### src/rtl/exception_unit.sv
// exception_unit: prioritised exception/interrupt capture FSM holding epc and cause for the handler.
// Interrupt support (ext_irq qualified by instr_boundary) is built only with macro EXC_IRQ_EN defined.
module exception_unit #(
  parameter logic [31:0] HANDLER_BASE = 32'h0000_0080
) (
  input  logic        clock,
  input  logic        reset,
  input  logic [31:0] pc_in,
  input  logic        overflow,
  input  logic        bad_opcode,
  input  logic        ext_irq,
  input  logic        instr_boundary,
  input  logic        exc_ack,
  input  logic        rfe,
  output logic        exc_req,
  output logic [31:0] exc_vector,
  output logic [31:0] epc,
  output logic [1:0]  cause,
  output logic        in_handler,
  output logic        double_fault
);
  typedef enum logic [1:0] {IDLE, REQ, HANDLER} state_t;
  state_t state, state_nx;
  logic [1:0] code;
`ifdef EXC_IRQ_EN
  assign code = overflow ? 2'd1 : bad_opcode ? 2'd2 : (ext_irq & instr_boundary) ? 2'd3 : 2'd0;
`else
  logic unused_irq;
  assign unused_irq = ext_irq ^ instr_boundary;
  assign code = overflow ? 2'd1 : bad_opcode ? 2'd2 : 2'd0;
`endif
  always_comb begin
    state_nx = state;
    state_nx = state == IDLE ? (code != 2'd0 ? REQ : IDLE) :
               state == REQ  ? (exc_ack ? HANDLER : REQ) :
               (rfe ? IDLE : HANDLER);
  end
  always_ff @(posedge clock) begin
    if (reset) begin
      state        <= IDLE;
      epc          <= '0;
      cause        <= '0;
      double_fault <= 1'b0;
    end else begin
      state <= state_nx;
      if (state == IDLE && code != 2'd0) begin
        cause <= code;
        epc   <= code == 2'd3 ? pc_in : pc_in - 32'd4;
      end
      if (state == HANDLER && rfe) cause <= 2'd0;
      if (state == HANDLER && (overflow | bad_opcode)) double_fault <= 1'b1;
    end
  end
  assign exc_req    = state == REQ;
  assign in_handler = state == HANDLER;
  assign exc_vector = HANDLER_BASE + {26'd0, cause, 4'd0};
endmodule

### config.mk
export PLATFORM = sky130hd
export DESIGN_NAME = exception_unit
export DESIGN_NICKNAME = d
export VERILOG_FILES = /design/src/rtl/exception_unit.sv
export SDC_FILE = /design/constraint.sdc
export NUM_CORES = 1
export LEC_CHECK = 0
export ABC_AREA = 1
export CELL_PAD_IN_SITES_DETAIL_PLACEMENT = 0
export CELL_PAD_IN_SITES_GLOBAL_PLACEMENT = 1
export CORE_UTILIZATION = 40
export DETAILED_ROUTE_END_ITERATION = 6
export DONT_BUFFER_PORTS = 1
export PLACE_DENSITY = 0.88
export SLEW_MARGIN = 10
export SYNTH_ARGS = -nofsm -noshare
export SYNTH_HDL_FRONTEND = slang
export SYNTH_SLANG_ARGS = --single-unit
### constraint.sdc
create_clock -name clock -period 2.75 [get_ports clock]
set_input_delay 0.825 -clock clock [delete_from_list [all_inputs] [get_ports clock]]
set_output_delay 0.825 -clock clock [all_outputs]
set_load 0.02 [all_outputs]
After elaboration in Yosys (flattened, before gate mapping):

Cells that the tools add are included.

* equality and inequality tests: 3
* reductions and logical operators: 6
* mux-type cells: 8
* bitwise logic cells: 1
* add/sub/neg operators: 2

Operators with widths (count)
* 32-bit 2-to-1 mux: 1
* 32-bit by 3-bit subtractor with 32-bit output, second input constant: 1
* 2-bit 2-to-1 mux: 6
* 8-bit by 6-bit adder with 9-bit output, first input constant: 1
* 2-bit equality test, second input constant: 2
* 1-bit logical AND: 3
* 2-bit by 1-bit equality test with 1-bit output, second input constant: 1
* 2-bit logical NOT: 1
* 2-bit nonzero test: 1
* 2-bit OR reduction: 1
* 1-bit 2-to-1 mux: 1
* 1-bit OR: 1

* bits in registers: 37
* word-level logic and storage cells: 24
* bits of input ports: 40

Depth between registers and ports, before layout:

Gate-level depths: netlist (run 1).

* word-level depth: 5
* mapped depth: 10
* gate-level depth less buffers: 10

Least setup slack after synthesis (run 1):

OpenSTA, ideal clock, no wires.

* path type: input to register
* start: in pc_in[2]
* end: reg epc[16]
* path slack: 0.998 ns
* arrival: 1.636 ns
* required time: 2.634 ns
* stages on the path: 9
* cells stage by stage: inv_2 ha_1 nand2_2 nor2_2 nand2_1 nand2_1 nand3_1 o211ai_1 inv_1

* cells in the longest elaborated chain, start to end: 2

RTL lines
* from (decl): line 8 `input logic [31:0] pc_in,`
* 32-bit by 3-bit subtractor with 32-bit output: line 48 `epc <= code == 2'd3 ? pc_in : pc_in - 32'd4;`
* 32-bit 2-to-1 mux: line 48
* to (signal assigned): line 48
* to (decl): line 17 `output logic [31:0] epc,`

No other way between the ends.
A chain may end at the register's enable or synchronous reset.

Final worst setup path (run 1):

* start: reg state[1]
* end: out in_handler

* cells in the longest elaborated chain, start to end: 1

RTL lines
* from (decl): line 23 `state_t state, state_nx;`
* from (signal assigned): line 45 `state <= state_nx;`
* 2-bit equality test: line 55 `assign in_handler = state == HANDLER;`
* to (decl): line 19 `output logic in_handler,`

No other way between the ends.

==> reports/results.ini, run 1 <==
[status]
status=finished clean

[clock_network]
clockRootBuffer=clkbuf_8
post_cts_resize_count=0
hold_buffers=0
postCtsSetupRepairBufs=0
clock_tree.buffer_depth=2
clock_sinks=37
htree_levels=2
clk_latency_ps=290
cts_tree=yes
cts_buffers=5
cts.clk_slew.worst_paths_ps=80

[critical_path]
cp.required_ps=1930
start_kind=register
ff2ff_setup_slack_ps=1310
r2r_start=state[1]$_SDFF_PP0_
worst-path-max-fanout=4
reg2reg_depth=9
worstPathArrival_ps=1070
r2r_end=epc[11]$_SDFFE_PP0P_
setup.worst_path.end=in_handler
crit_type=register to primary output
endpoint_kind=primary output
crit_start=state[1]$_SDFF_PP0_

[die]
ios=109
start_util_pct=42.2
die_height_um=82.0
chipWidth_um=82.0
rows=28
core_area_um2=6060
dieArea_um2=6720

[sta]
rsz0062_at_grt=no
setup_tns_ps=0
period_minus_slack_ps=1890
clock_skew_ps=6.74
clock.fmax_ghz=0.528
final-setup-viol-count=0
drv_slew=0
fin_crit_sh_pct=68.8
finalHoldViolCount=0

[global_route]
overflow=0
grt_antenna_before_repair=0
grt_use_total_pct=18.5
grt_pass1_wl_um=9400
grt_pass1_vias=2004
grt_start_max_net_pins=32

[routing]
wl_um=6040
drt_pre_antenna_iters=4
vias=2227
drc=0
dr.first_iter.drc_count=104
via_per_inst=4.55
drtAntennaViolNets=0
wl_per_cell_um=12.4

[place]
port_buffers=0
placement.cell_area_um2=2490
gp_congestion=0.912
dp_hpwl_um=4760

[synthesis]
synth_cells=418
yosys-top-cells-area=dfxtp_1 29%, nor2_1 13%, nand2_1 11%
netlist.area_leader.share_pct=29.0
synth.most_common_cell=nor2_1
netlist_area_um2=2560
synth_edf_count=0
yosys.area.top_type=dfxtp_1
ys_warn_count=0
synth_seq_cells=37
async_flop_share_pct=0
ys_seq_area_share_pct=29.0
synth_common_cells=90 x nor2_1, 75 x nand2_1, 58 x inv_1, 37 x dfxtp_1, 34 x buf_4
ys_types=31
syn_avg_cell_area_um2=6.12
synthFlopType=dfxtp_1

[layout]
fin_nets=454
n_antenna_cell=0
area_delta_synth_final_pct=1.03
drive_gt1_share_pct=8.45
fin_area_um2=2580

[pwr]
p_per_area_nw_per_um2=553
p_total_mw=1.43
power.leakage_nw=1.32
ir_drop_mv=0.242

[worst_hold_path]
hold_path_class=register to register

[flow_run]
cap_violations=0

-- registers in the layout (all words and copies together) (netlist names) --
register / cells
state: 2
epc: 32
cause: 2
double_fault: 1
-- power by group --
group	switching (mW)	internal, mW	total (mW)
clock	0.206	0.203	0.410
combinational	0.195	0.0916	0.286
sequential	0.129	0.605	0.734
total	0.529	0.900	1.43
-- routing by layer --
layer	global-route usage, %	wire, µm	vias up
li1	-	-	1207
met1	23.4	2630	944
met2	29.6	2730	72
met3	7.22	651	4
met4	3.68	30	0
met5	0	0	-
-- cell families (layout without fill, tap and decap cells) --
group / Yosys count / count (layout) / synth area share [%]
compound gates: 42 / 42 / 9.30
simple gates: 220 / 220 / 37.1
xor+xnor: 8 / 8 / 2.74
flops: 37 / 37 / 29.0
buf+inv: 108 / 76 / 21.1
fa+ha+maj: 1 / 1 / 0.489
other cells: 2 / 30 / 0.294
-- placed cells by master (no fill, tap or decap) --
master,Yosys,layout
nor2_1,90,90
nand2_1,75,75
inv_1,58,58
dfxtp_1,37,37
conb_1,2,30
nand3_1,27,27
o21ai_0,11,11
o21ai_1,11,11
a21oi_1,9,9
nand2_2,8,8
inv_2,7,7
nor2_2,7,7
xor2_1,7,7
nand4_1,6,6
clkbuf_8,0,6
o211ai_1,3,3
o21bai_1,3,3
a31oi_1,2,2
nor3_1,2,2
nand3b_1,2,2
buf_4,34,2
a21oi_4,0,1
xnor2_1,1,1
a311oi_1,1,1
nor2_8,1,1
nor2_4,1,1
clkinv_1,1,1
nor3b_1,1,1
o21a_1,1,1
ha_1,1,1
clkinv_4,0,1
clkinv_2,0,1
-- worst min-delay path by stage --
stage                     cells past startpoint  slack, ps                 startpoint                        end
after global placement                        2        530  double_fault$_SDFFE_PP0P_  double_fault$_SDFFE_PP0P_
after CTS                                     2        550  double_fault$_SDFFE_PP0P_  double_fault$_SDFFE_PP0P_
final                                         2        550  double_fault$_SDFFE_PP0P_  double_fault$_SDFFE_PP0P_
after detailed placement                      2        540  double_fault$_SDFFE_PP0P_  double_fault$_SDFFE_PP0P_
after global routing                          2        580  double_fault$_SDFFE_PP0P_  double_fault$_SDFFE_PP0P_
after floorplan                               2        530  double_fault$_SDFFE_PP0P_  double_fault$_SDFFE_PP0P_
-- layout make-up --
class                      instances  area (µm²)
fill                             676        3480
inverter                          66         248
timing repair buffer               2        15.0
multi-input combinational        301        1390
sequential                        37         741
clock inverter                     2        13.8
tap                               75        93.8
clock buffer                       6        82.6
-- per-stage QoR --
stage               worst slack (ps)  hold WS (ps)  instances  utilization (%)
floorplan                        998           526        446                -
global placement                 866           534        481             41.0
detailed placement               839           537        481             41.0
CTS                              841           550        489             42.6
global route                     801           576        489             42.6
finish                           857           546        489             42.6
-- worst max-delay path, cell delays in order, from the launching register on --
cell and delay, ps:
dfxtp_1 350, inv_2 60, nor2_1 360
Power figures use the tool's default switching activity.
==> run 2, diff against run 1 <==
- clock period: 2.75 -> 1.9 ns (I/O delays scaled with it)
==> run 2 against run 1 <==
Compared with the run above:
- combinational power rose by 47%
- critical path type unchanged
- critical endpoint unchanged
- utilization rose by 0.12 points
- setup slack got worse by 590 ps
- wire length fell by 0.45%
- via count rose by 0.81%
- non-clock buffer count rose by 1
- cell area rose by 0.29%
- global-route usage fell by 0.051 points
- clock skew fell by 0.55 ps
==> reports/results.ini, run 2 (same netlist as run 1, synthesis figures left out) <==
[critical_path]
r2r_start=state[1]$_SDFF_PP0_
worstPathArrival_ps=1060  ; about the same
crit_type=register to primary output
reg2reg_depth=7  ; -2
r2r_end=epc[12]$_SDFFE_PP0P_
ff2ff_setup_slack_ps=580  ; -730 ps
crit_family=simple AND/OR/NAND/NOR gates
path_cells=inv_2 -> nor2_1
cp.required_ps=1330  ; -600 ps
endpoint_kind=primary output
cp_num_buf_inv=1  ; unchanged
critPathSlowestCell=nor2_1
start_kind=register
critPathMaxStageDelay_ps=360  ; about the same
worst-path-max-fanout=4  ; unchanged

[place]
port_buffers=0  ; unchanged
gp_congestion=0.896  ; -1.7%
dp.cells=482  ; +0.21%
dp_hpwl_um=4740  ; -0.55%

[clock_network]
postCtsSetupRepairBufs=0  ; unchanged
cts.clk_slew.worst_paths_ps=80  ; about the same
post_cts_resize_count=0  ; unchanged
htree_levels=2  ; unchanged
clock_sinks=37  ; unchanged
cts_buffers=5  ; unchanged
hold_buffers=0  ; unchanged
cts_tree=yes
clockRootBuffer=clkbuf_8
clock_tree.buffer_depth=2  ; unchanged
clk_latency_ps=300  ; about the same

[routing]
drc=0  ; unchanged
wl_um=6020  ; -0.45%
via_per_inst=4.58  ; +0.60%
vias=2245  ; +0.81%
dr.first_iter.drc_count=71  ; -32%
wl_per_cell_um=12.3  ; -0.65%
drtAntennaViolNets=0  ; unchanged
drt_pre_antenna_iters=4  ; unchanged

[sta]
fin_crit_sh_pct=86.1
rsz0062_at_grt=no
final-setup-viol-count=0  ; unchanged
clock.fmax_ghz=0.612
drv_slew=0  ; unchanged
clock_skew_ps=6.19  ; -0.549 ps
setup_tns_ps=0  ; unchanged
finalHoldViolCount=0  ; unchanged
period_minus_slack_ps=1630

[layout]
seqCellArea_um2=741  ; unchanged
area_delta_synth_final_pct=1.32
final_cell_mix=90 x nor2_1, 75 x nand2_1, 58 x inv_1
drive_gt1_share_pct=8.67  ; +0.22 points
multi_input_area_um2=1390  ; unchanged
n_antenna_cell=0  ; unchanged
top_regs=epc: 32 flops, cause: 2 flops, state: 2 flops
final_common_cell=nor2_1
largest_register_ffs=32  ; unchanged
num-fill-cells=667  ; -1.3%
fin_nets=455  ; +0.22%
final_cells=490  ; +0.20%
registers.top_by_ff_count=epc

[worst_hold_path]
hold_path_class=primary input to register
hp-start=reset
holdPathStages=1  ; -1
min_to=double_fault$_SDFFE_PP0P_

[die]
chipWidth_um=82.0  ; unchanged
start_util_pct=42.2  ; unchanged
core_area_um2=6060  ; unchanged
ios=109  ; unchanged
dieArea_um2=6720  ; unchanged
rows=28  ; unchanged
die_height_um=82.0  ; unchanged

[global_route]
grt_use_total_pct=18.4  ; -0.051 points
grt_start_max_net_pins=25  ; -22%
grt_pass1_wl_um=9160  ; -2.6%
grt_antenna_before_repair=0  ; unchanged
overflow=0  ; unchanged
grt_pass1_vias=1899  ; -5.2%

[pwr]
ir_drop_mv=0.499  ; +110%
power.leakage_nw=1.33  ; +0.37%
p_per_area_nw_per_um2=802  ; +45%

[flow_run]
cap_violations=0  ; unchanged

[status]
status=finished clean

## run 2: cell type report
cell class,count,area share [%]
Clock buffer,6,3.19
Clock inverter,2,0.531
Inverter,66,9.56
Multi-Input combinational cell,301,53.6
Sequential cell,37,28.6
Tap cell,75,3.62
Timing Repair Buffer,3,0.869
## run 2: how the worst max path moves through the flow
stage | startpoint | end | slack, ps | cells after the start
floorplan | pc_in[2] | epc[16]$_SDFFE_PP0P_ | 400 | 9
global placement | pc_in[2] | epc[24]$_SDFFE_PP0P_ | 260 | 9
detailed placement | pc_in[2] | epc[24]$_SDFFE_PP0P_ | 250 | 9
CTS | state[1]$_SDFF_PP0_ | in_handler | 250 | 2
global route | state[1]$_SDFF_PP0_ | in_handler | 180 | 2
finish | state[1]$_SDFF_PP0_ | in_handler | 270 | 2
## run 2: metrics by stage
step	hold slack, ps	area, µm²	util, %	worst slack (ps)	power [mW]
after floorplan	526	2660	-	403	1.49
after global placement	534	2490	41.2	259	1.49
after detailed placement	536	2490	41.2	248	1.50
after CTS	319	2590	42.8	249	2.11
after global routing	312	2590	42.8	175	2.22
final	328	2590	42.8	265	2.08
## run 2: routing by layer
metal	global-route usage [%]	wire length (µm)
met2	27.0	2620
met4	5.96	113
met1	23.5	2640
met5	0	0
met3	8.78	639
## run 2: report_power, final
part,total (mW),switching (mW),internal [mW]
clock network,0.597,0.303,0.294
registers,1.06,0.185,0.876
logic,0.421,0.284,0.137
total,2.08,0.771,1.31
==> run 3, diff against run 2 <==
- ABC_AREA: 1 -> unset
- CORE_MARGIN: unset -> 4
- PLACE_DENSITY: 0.88 -> 0.85
==> run 3 against run 2 <==
Compared with the run above:
- the flow now finishes with violations (setup timing)
- first-iteration DRC count increased by 24%
- clock skew decreased by 2.0 ps
- setup slack lost 510 ps
- die area shrank 0.66%
- sequential power barely moved
- total power shrank 0.90%
- critical path type is now primary input to register
- largest cell class unchanged
==> reports/results.ini, run 3 <==
[status]
status=finished, violations left
failed_checks=setup timing

[routing]
dr.first_iter.drc_count=88  ; +24%
met1Wirelength_um=2160  ; -18%
dr_wl_met2_um=2610  ; -0.61%
wl_met3_um=648  ; +1.4%
top_layer_used=met4
drt_pre_antenna_iters=4  ; unchanged
via_per_inst=5.53  ; +21%
wl_per_cell_um=15.8  ; +29%
drc=0  ; unchanged
wl_um=5510  ; -8.3%
vias=1923  ; -14%
drtAntennaViolNets=0  ; unchanged

[synthesis]
yosys.area.top_type=dfxtp_1
synthFlopType=dfxtp_1
synth.most_common_cell=nor2_1
netlist_area_um2=2170  ; -15%
yosys-top-cells-area=dfxtp_1 34%, buf_4 11%, nor2_1 7.3%
synth_common_cells=42 x nor2_1, 37 x dfxtp_1, 32 x buf_4, 16 x a311oi_1, 15 x a211oi_1
ys_types=34  ; +9.7%
syn_avg_cell_area_um2=8.23  ; +34%
synth_edf_count=0  ; unchanged
ys_seq_area_share_pct=34.1  ; +5.1 points
async_flop_share_pct=0  ; unchanged
ys_warn_count=0  ; unchanged
synth_seq_cells=37  ; unchanged
netlist.area_leader.share_pct=34.1  ; +5.1 points
synth_cells=264  ; -37%

[global_route]
grt_pass1_wl_um=8140  ; -11%
grt_antenna_before_repair=0  ; unchanged
grt_use_total_pct=15.9  ; -2.6 points
grt_pass1_vias=1686  ; -11%
grt_start_max_net_pins=64  ; +160%
overflow=0  ; unchanged

[sta]
worst_pin_slew_ps=529
clock_skew_ps=4.18  ; -2.01 ps
setup_slack_ps=-243  ; -508 ps
finalHoldViolCount=0  ; unchanged
clock.fmax_ghz=0.467  ; -24%
drv_slew=0  ; unchanged
fin_crit_sh_pct=113  ; +27 points
period_minus_slack_ps=2140  ; +508 ps
final-setup-viol-count=1  ; +1
slew_headroom_pct=64.6
rsz0062_at_grt=yes

[layout]
final_cells=348  ; -29%
final_common_cell=nor2_1
largest_register_ffs=32  ; unchanged
n_antenna_cell=0  ; unchanged
area_delta_synth_final_pct=14.1
fin_nets=318  ; -30%
registers.top_by_ff_count=epc
num-fill-cells=498  ; -25%
top_regs=epc: 32 flops, cause: 2 flops, state: 2 flops
final_cell_mix=42 x nor2_1, 37 x dfxtp_1, 30 x conb_1
finalCoreUtilization_pct=47.9  ; +5.2 points
seqCellArea_um2=741  ; unchanged
multi_input_area_um2=1320  ; -4.9%
drive_gt1_share_pct=19.8  ; +11 points

[die]
ios=109  ; unchanged
dieArea_um2=6670  ; -0.66%
chipWidth_um=81.7  ; -0.33%
rows=26  ; -7.1%
die_height_um=81.7  ; -0.33%
start_util_pct=42.0  ; -0.20 points
core_area_um2=5170  ; -15%

[critical_path]
critPathMaxStageDelay_ps=530  ; +170 ps
endpoint_kind=register
ff2ff_setup_slack_ps=380  ; -200 ps
cp.required_ps=2100  ; +770 ps
worstPathArrival_ps=2350  ; +1290 ps
critPathSlowestCell=or4_4
start_kind=primary input
crit_top_cell=or4_4
path_cells=or4_4 -> or4_4 -> or4_1 -> a311oi_1
crit_type=primary input to register
worst-path-max-fanout=7  ; +3

[pwr]
p_per_area_nw_per_um2=831  ; +3.6%
ir_drop_mv=0.386  ; -23%
power.leakage_nw=0.875  ; -34%
p_total_mw=2.06  ; -0.90%

[place]
gp_congestion=0.827  ; -7.6%
dp.cells=339  ; -30%
dp_hpwl_um=4120  ; -13%
port_buffers=0  ; unchanged

[clock_network]
clock_sinks=37  ; unchanged
cts.clk_slew.worst_paths_ps=80  ; about the same
clockRootBuffer=clkbuf_8
cts_buffers=5  ; unchanged
clk_latency_ps=290  ; about the same
clock_tree.buffer_depth=2  ; unchanged
cts_tree=yes
hold_buffers=0  ; unchanged
htree_levels=2  ; unchanged

[worst_hold_path]
hold_path_class=primary input to register

[flow_run]
cap_violations=0  ; unchanged

-- run 3: cell count changes in the layout (fill, tap and decap cells not counted), moves of 10 or more --
cell / delta
nor2_1: -48
nand3_1: -24
or4_1: +10
a211oi_1: +15
inv_1: -53
nand2_1: -70
a311oi_1: +13
o21ai_1: -11
buf_4: +20
-- run 3: routing by layer --
metal / GRT usage (%) / vias up
li1: - / 942
met3: 6.47 / 9
met5: 0 / -
met1: 19.2 / 883
met2: 25.1 / 89
met4: 6.31 / 0
-- run 3: critical path: cells and delay by family --
kind            cells  cell delay (ps)
compound gates      1              240
simple gates        3             1530
-- run 3: repair_timing --
item                       CTS  global route
cloned                       0             0
buffers inserted             0             1
pin swaps                    0             1
gates resized for setup      0             7
setup endpoints to repair    1            12
-- run 3: cells by family (layout without fill, tap and decap cells) --
logic type               Yosys count  in the layout  share of synthesized area [%]
AND/OR/NAND/NOR                  104            104                           26.0
AO/OA/AOI/OAI                     55             55                           18.9
buffers and inverters             51             37                           14.3
flip-flops                        37             37                           34.1
XOR/XNOR                          12             12                           4.84
other                              2             30                          0.346
multiplexers                       2              2                          0.922
adder cells (fa/ha/maj)            1              1                          0.576
-- run 3: cell type report --
cell class	count	share of cell area (%)
inverter	5	0.757
multi-input combinational	204	53.4
sequential	37	29.9
clock inverter	1	1.21
timing repair buffer	24	7.77
tap	70	3.53
clock buffer	7	3.48
-- run 3: power by group --
part | internal (mW) | switching (mW) | total [mW] | leakage [nW]
sequential | 0.864 | 0.169 | 1.03 | 0.307
combinational | 0.127 | 0.198 | 0.325 | 0.509
clock | 0.428 | 0.274 | 0.702 | 0.0585
total | 1.42 | 0.641 | 2.06 | 0.875
-- run 3: final timing paths --
kind / to / cells past startpoint / from
setup reg to reg: epc[25]$_SDFFE_PP0P_ / 5 / state[1]$_SDFF_PP0_
hold reg to reg: double_fault$_SDFFE_PP0P_ / 2 / double_fault$_SDFFE_PP0P_
setup / recovery: epc[30]$_SDFFE_PP0P_ / 4 / pc_in[20]
hold / removal: epc[23]$_SDFFE_PP0P_ / 1 / reset
-- run 3: stage by stage --
step / setup TNS [ps] / worst slack, ps / cell area (µm²) / hold WS (ps)
after global placement: -2900 / -525 / 2320 / 533
after detailed placement: -3470 / -541 / 2320 / 536
after global routing: -256 / -252 / 2480 / 317
final: -243 / -243 / 2480 / 343
after CTS: -229 / -229 / 2430 / 330
after floorplan: -1400 / -490 / 2350 / 522
==> patch 1 (flow settings as in run 2) <==
Build with the macro `EXC_IRQ_EN` defined.
--- a/src/rtl/exception_unit.sv
+++ b/src/rtl/exception_unit.sv
@@ -1,5 +1,7 @@
 // exception_unit: prioritised exception/interrupt capture FSM holding epc and cause for the handler.
 // Interrupt support (ext_irq qualified by instr_boundary) is built only with macro EXC_IRQ_EN defined.
+`define EXC_IRQ_EN
+
 module exception_unit #(
   parameter logic [31:0] HANDLER_BASE = 32'h0000_0080
 ) (
Check against the original RTL: not equivalent (Yosys sat finds a counterexample within 4 cycles, from zero or initial values and one cycle with reset high).
==> patch 1 against run 2 <==
- final area up 0.43%
- first-iteration DRC count grew 21%
- sequential share of layout area shrank 0.12 points
- synthesized area grew 0.34%
- wire length is 2.4% higher
- setup slack worse by 8.7 ps
- sequential cell count unchanged
- largest cell class unchanged
- highest routed layer unchanged
- synthesized cell count down 5.7%
- power is 2.7% lower
==> patch 1: results (changes against run 2) <==
\begin{tabular}{lr}
\hline
Metric & Value \\
\hline
\multicolumn{2}{l}{\textbf{Layout}} \\
Fillers & 664 (-0.45\%) \\
Count of nets after finishing & 433 (-4.8\%) \\
Fraction of final layout cells sized beyond drive strength 1 & 14.76\% (+6.1 points) \\
Number of standard cells in the layout, taps in and fillers out & 468 (-4.5\%) \\
\multicolumn{2}{l}{\textbf{Detailed routing}} \\
Avg Vias per Cell & 4.962 (+8.3\%) \\
Starting DRT DRC Count & 86 (+21\%) \\
Detailed-route wire length & 6.160 mm (+2.4\%) \\
\multicolumn{2}{l}{\textbf{Power and ir drop}} \\
LEAKAGE & 1.154 nW (-13\%) \\
Cell area power density & 777.2 nW/um\^{}2 (-3.1\%) \\
\multicolumn{2}{l}{\textbf{Logic synthesis}} \\
Unique cell type count in the Yosys netlist & 33 (+6.5\%) \\
Synthesized area per cell & 6.513 sq um (+6.5\%) \\
Synth top cells by count & 75 x sky130\_fd\_sc\_hd\_\_nand2\_1, 53 x sky130\_fd\_sc\_hd\_\_nor2\_1, 39 x sky130\_fd\_sc\_hd\_\_inv\_1 \\
Sequential-to-total area share from yosys stat & 28.86\% (-0.099 points) \\
Ranking of synthesized cells by area & sky130\_fd\_sc\_hd\_\_dfxtp\_1 29\%, sky130\_fd\_sc\_hd\_\_nand2\_1 11\%, sky130\_fd\_sc\_hd\_\_buf\_4 9.7\% \\
\multicolumn{2}{l}{\textbf{Placed design}} \\
Post-placement cell area & 2516 sq um (+0.85\%) \\
Placer's final routability congestion estimate & 0.9390 (+4.8\%) \\
Post-placement cell count & 460 (-4.6\%) \\
Setup slack at placement & 207.6 ps (-40.00 ps) \\
HPWL after DPL & 5.067 mm (+7.0\%) \\
\multicolumn{2}{l}{\textbf{STA}} \\
Worst Skew & 3.337 ps (-2.858 ps) \\
Time the final worst path needs with I/O delays and setup & 1644 ps (+8.745 ps) \\
\multicolumn{2}{l}{\textbf{Worst setup path}} \\
Stage delay of the slowest cell on the critical path & 380 ps (+20 ps) \\
Endpoint of the lowest-slack register-to-register path & epc[3] \\
Worst reg-to-reg path cell count & 6 (-1) \\
Critical Path Fanout Max & 3 (-1) \\
\multicolumn{2}{l}{\textbf{Min path}} \\
End of the worst hold path & epc[0] \\
\multicolumn{2}{l}{\textbf{GRT}} \\
Maximum number of pins on one net before global-route repair & 30 (+20\%) \\
Vias in the first global route & 2,097 (+10\%) \\
Overall fraction of global-route tracks in use & 19.19\% (+0.75 points) \\
\multicolumn{2}{l}{\textbf{Run status}} \\
Run status & complete, no violations \\
\hline
\end{tabular}
## patch 1: layout make-up
type	count	share of cell area [%]
Clock buffer	5	2.644
Sequential cell	37	28.46
Multi-Input combinational cell	297	55.91
Timing Repair Buffer	6	2.212
Clock inverter	3	0.6731
Tap cell	75	3.606
Inverter	45	6.490
## patch 1: per-layer routing
layer	wire length, microns	vias up	track usage, %	part of all wire [%]
li1	-	1190	-	-
met1	2463	1039	22.68	40
met2	2889	86	31.98	47
met3	739	7	7.363	12
met4	68	0	5.789	1.1
met5	0	-	0	0
## patch 1: worst max-delay path by stage
stage / depth (start not counted) / startpoint / end
floorplan: 9 / pc_in[2] / epc[8]
global placement: 9 / pc_in[2] / epc[26]
detailed placement: 7 / ext_irq / epc[16]
CTS: 2 / state[1] / in_handler
global route: 2 / state[1] / in_handler
finish: 2 / state[1] / in_handler
## patch 1: worst reg2reg max path, cell delays in order, from the launching register on
cell,delay [ps]
sky130_fd_sc_hd__dfxtp_1,320
sky130_fd_sc_hd__nor2_2,220
sky130_fd_sc_hd__nand2_1,120
sky130_fd_sc_hd__nand2_2,260
sky130_fd_sc_hd__inv_1,190
sky130_fd_sc_hd__a211oi_1,250
sky130_fd_sc_hd__nor2_1,60
## patch 1: cells by family after synthesis
group,synth area share (%)
other,0.2926
buffers and inverters,18.53
AO/OA/AOI/OAI,14.58
XOR/XNOR,1.706
adder cells (fa/ha/maj),0.4875
AND/OR/NAND/NOR,35.54
flip-flops,28.86
## patch 1: report_power, final
part / switching [W] / leakage [nW] / total [W] / internal (W)
registers: 0.000193 / 0.308 / 0.00107 / 0.000878
clock network: 0.000285 / 0.0439 / 0.000538 / 0.000253
logic: 0.000279 / 0.802 / 0.000413 / 0.000134
## patch 1: through the flow
| stage | hold WS [ps] | util (%) | power, W |
|---|---|---|---|
| 4_1_cts | 328.5 | 42.94 | 0.002047 |
| 2_1_floorplan | 530.0 | - | 0.001469 |
| 6_report | 340.4 | 42.94 | 0.002023 |
| 5_1_grt | 313.8 | 42.94 | 0.002163 |
| 3_5_place_dp | 554.2 | 41.52 | 0.001506 |
| 3_3_place_gp | 547.1 | 41.52 | 0.001497 |
==> patch 2 (config.mk and constraints of run 2) <==
Without the edit above. The 3 states of `state_t` get a one-hot encoding in 3 bits.
--- a/src/rtl/exception_unit.sv
+++ b/src/rtl/exception_unit.sv
@@ -19,7 +19,7 @@
   output logic        in_handler,
   output logic        double_fault
 );
-  typedef enum logic [1:0] {IDLE, REQ, HANDLER} state_t;
+  typedef enum logic [2:0] {IDLE = 3'b001, REQ = 3'b010, HANDLER = 3'b100} state_t;
   state_t state, state_nx;
   logic [1:0] code;
 `ifdef EXC_IRQ_EN
Behaviour: no difference found for any inputs over 10 cycles, from zero or initial values and one cycle with reset high; not proved beyond that.
==> patch 2 against run 2 <==
- combinational power rose by 51%
- power up 20%
- setup slack better by 99 ps
- die area increased by 4.2%
- worst hold slack improved by 15 ps
- first-iteration DRC count down 5.6%
- synthesized area rose by 4.3%
- final area up 5.7%
- clock power down 3%
- wire length shrank 0.75%
- sequential cell count increased by 1
- critical endpoint is now exc_req
==> patch 2: results (changes against run 2) <==
\begin{tabular}{lr}
\hline
Metric & Value \\
\hline
\multicolumn{2}{l}{\textbf{Worst setup path}} \\
Setup slack, reg-to-reg & 610 ps (+30 ps) \\
WP data arrival & 970 ps (-90 ps) \\
Critical Path Fanout Max & 3 (-1) \\
Worst r2r src & state[2] \\
\multicolumn{2}{l}{\textbf{Layout}} \\
Multi-input comb cells & 293 (-2.7\%) \\
Fraction of area in multi-input gates & 54.27\% (+0.63 points) \\
Share of final layout cell area taken by clock buffers and inverters & 3.335\% (-0.38 points) \\
Count of nets after finishing & 445 (-2.2\%) \\
Fraction of standard cell area that is sequential & 27.78\% (-0.81 points) \\
Clock buf count & 7 (+1) \\
Fillers & 681 (+2.1\%) \\
Largest registers ranked by flip-flop count & epc: 32 flops, state: 3 flops, cause: 2 flops \\
Fraction of final layout cells sized beyond drive strength 1 & 9.877\% (+1.2 points) \\
Nonclk inv count & 61 (-7.6\%) \\
\multicolumn{2}{l}{\textbf{Detailed routing}} \\
Total number of vias & 2,242 (-0.13\%) \\
Detailed-route wire length & 5.971 mm (-0.75\%) \\
\multicolumn{2}{l}{\textbf{Power and ir drop}} \\
Switching Share & 39.41\% (+2.3 points) \\
LEAKAGE & 1.404 nW (+5.9\%) \\
Portion of total power attributed to sequential cells & 51.1\% (about the same) \\
Maximum VDD drop & 393.2 uV (-21\%) \\
\multicolumn{2}{l}{\textbf{Placed design}} \\
Post-placement cell count & 474 (-1.7\%) \\
\multicolumn{2}{l}{\textbf{Logic synthesis}} \\
Synth top cells by count & 84 x sky130\_fd\_sc\_hd\_\_nand2\_1, 57 x sky130\_fd\_sc\_hd\_\_inv\_1, 52 x sky130\_fd\_sc\_hd\_\_nor2\_1 \\
Yosys reg bits & 38 (+2.7\%) \\
Unique cell type count in the Yosys netlist & 32 (+3.2\%) \\
\multicolumn{2}{l}{\textbf{GRT}} \\
Vias in the first global route & 2,103 (+11\%) \\
Global-route wire length before repair & 9.804 mm (+7.1\%) \\
Maximum number of pins on one net before global-route repair & 31 (+24\%) \\
\multicolumn{2}{l}{\textbf{Run status}} \\
Run status & complete, no violations \\
\multicolumn{2}{l}{\textbf{Floorplan}} \\
Standard cell core area & 6386 sq um (+5.4\%) \\
\multicolumn{2}{l}{\textbf{STA}} \\
Final worst hold slack & 342.9 ps (+15.31 ps) \\
Worst Skew & 5.054 ps (-1.140 ps) \\
\hline
\end{tabular}
==> patch 2: cells by family after synthesis <==
kind of cell / count (synthesis) / synth area share [%]
AND/OR/NAND/NOR: 187 / 33.60
XOR/XNOR: 6 / 1.971
adder cells (fa/ha/maj): 1 / 0.4692
other: 2 / 0.2817
buffers and inverters: 103 / 19.66
flip-flops: 38 / 28.53
AO/OA/AOI/OAI: 69 / 15.49
==> patch 2: per-stage QoR <==
| step | util [%] | setup WS [ps] |
|---|---|---|
| 2_1_floorplan | - | 249.5 |
| 5_1_grt | 42.89 | 305.2 |
| 4_1_cts | 42.89 | 355.9 |
| 3_3_place_gp | 41.46 | 132.0 |
| 6_report | 42.89 | 363.8 |
| 3_5_place_dp | 41.46 | 122.0 |
==> patch 2: worst max-delay path: stages (launching register included) <==
cell                      delay (ps)
sky130_fd_sc_hd__dfxtp_1         350
sky130_fd_sc_hd__inv_1            40
sky130_fd_sc_hd__nor3_1          120
sky130_fd_sc_hd__buf_4           170
==> patch 2: worst max-delay path by stage <==
stage	from	endpoint	slack (ps)	cells after the start
after floorplan	pc_in[2]	epc[16]	250	8
after global placement	pc_in[2]	epc[16]	130	8
after detailed placement	pc_in[2]	epc[16]	120	8
after CTS	state[1]	exc_req	360	3
after global routing	pc_in[2]	epc[16]	310	8
final	state[1]	exc_req	360	3
==> patch 2: layer usage <==
layer	up-vias	part of all wire (%)	GRT usage, %
li1	1201	-	-
met1	970	45	20.93
met2	63	47	29.42
met3	8	7.1	5.737
met4	0	1.2	5.085
met5	-	0	0
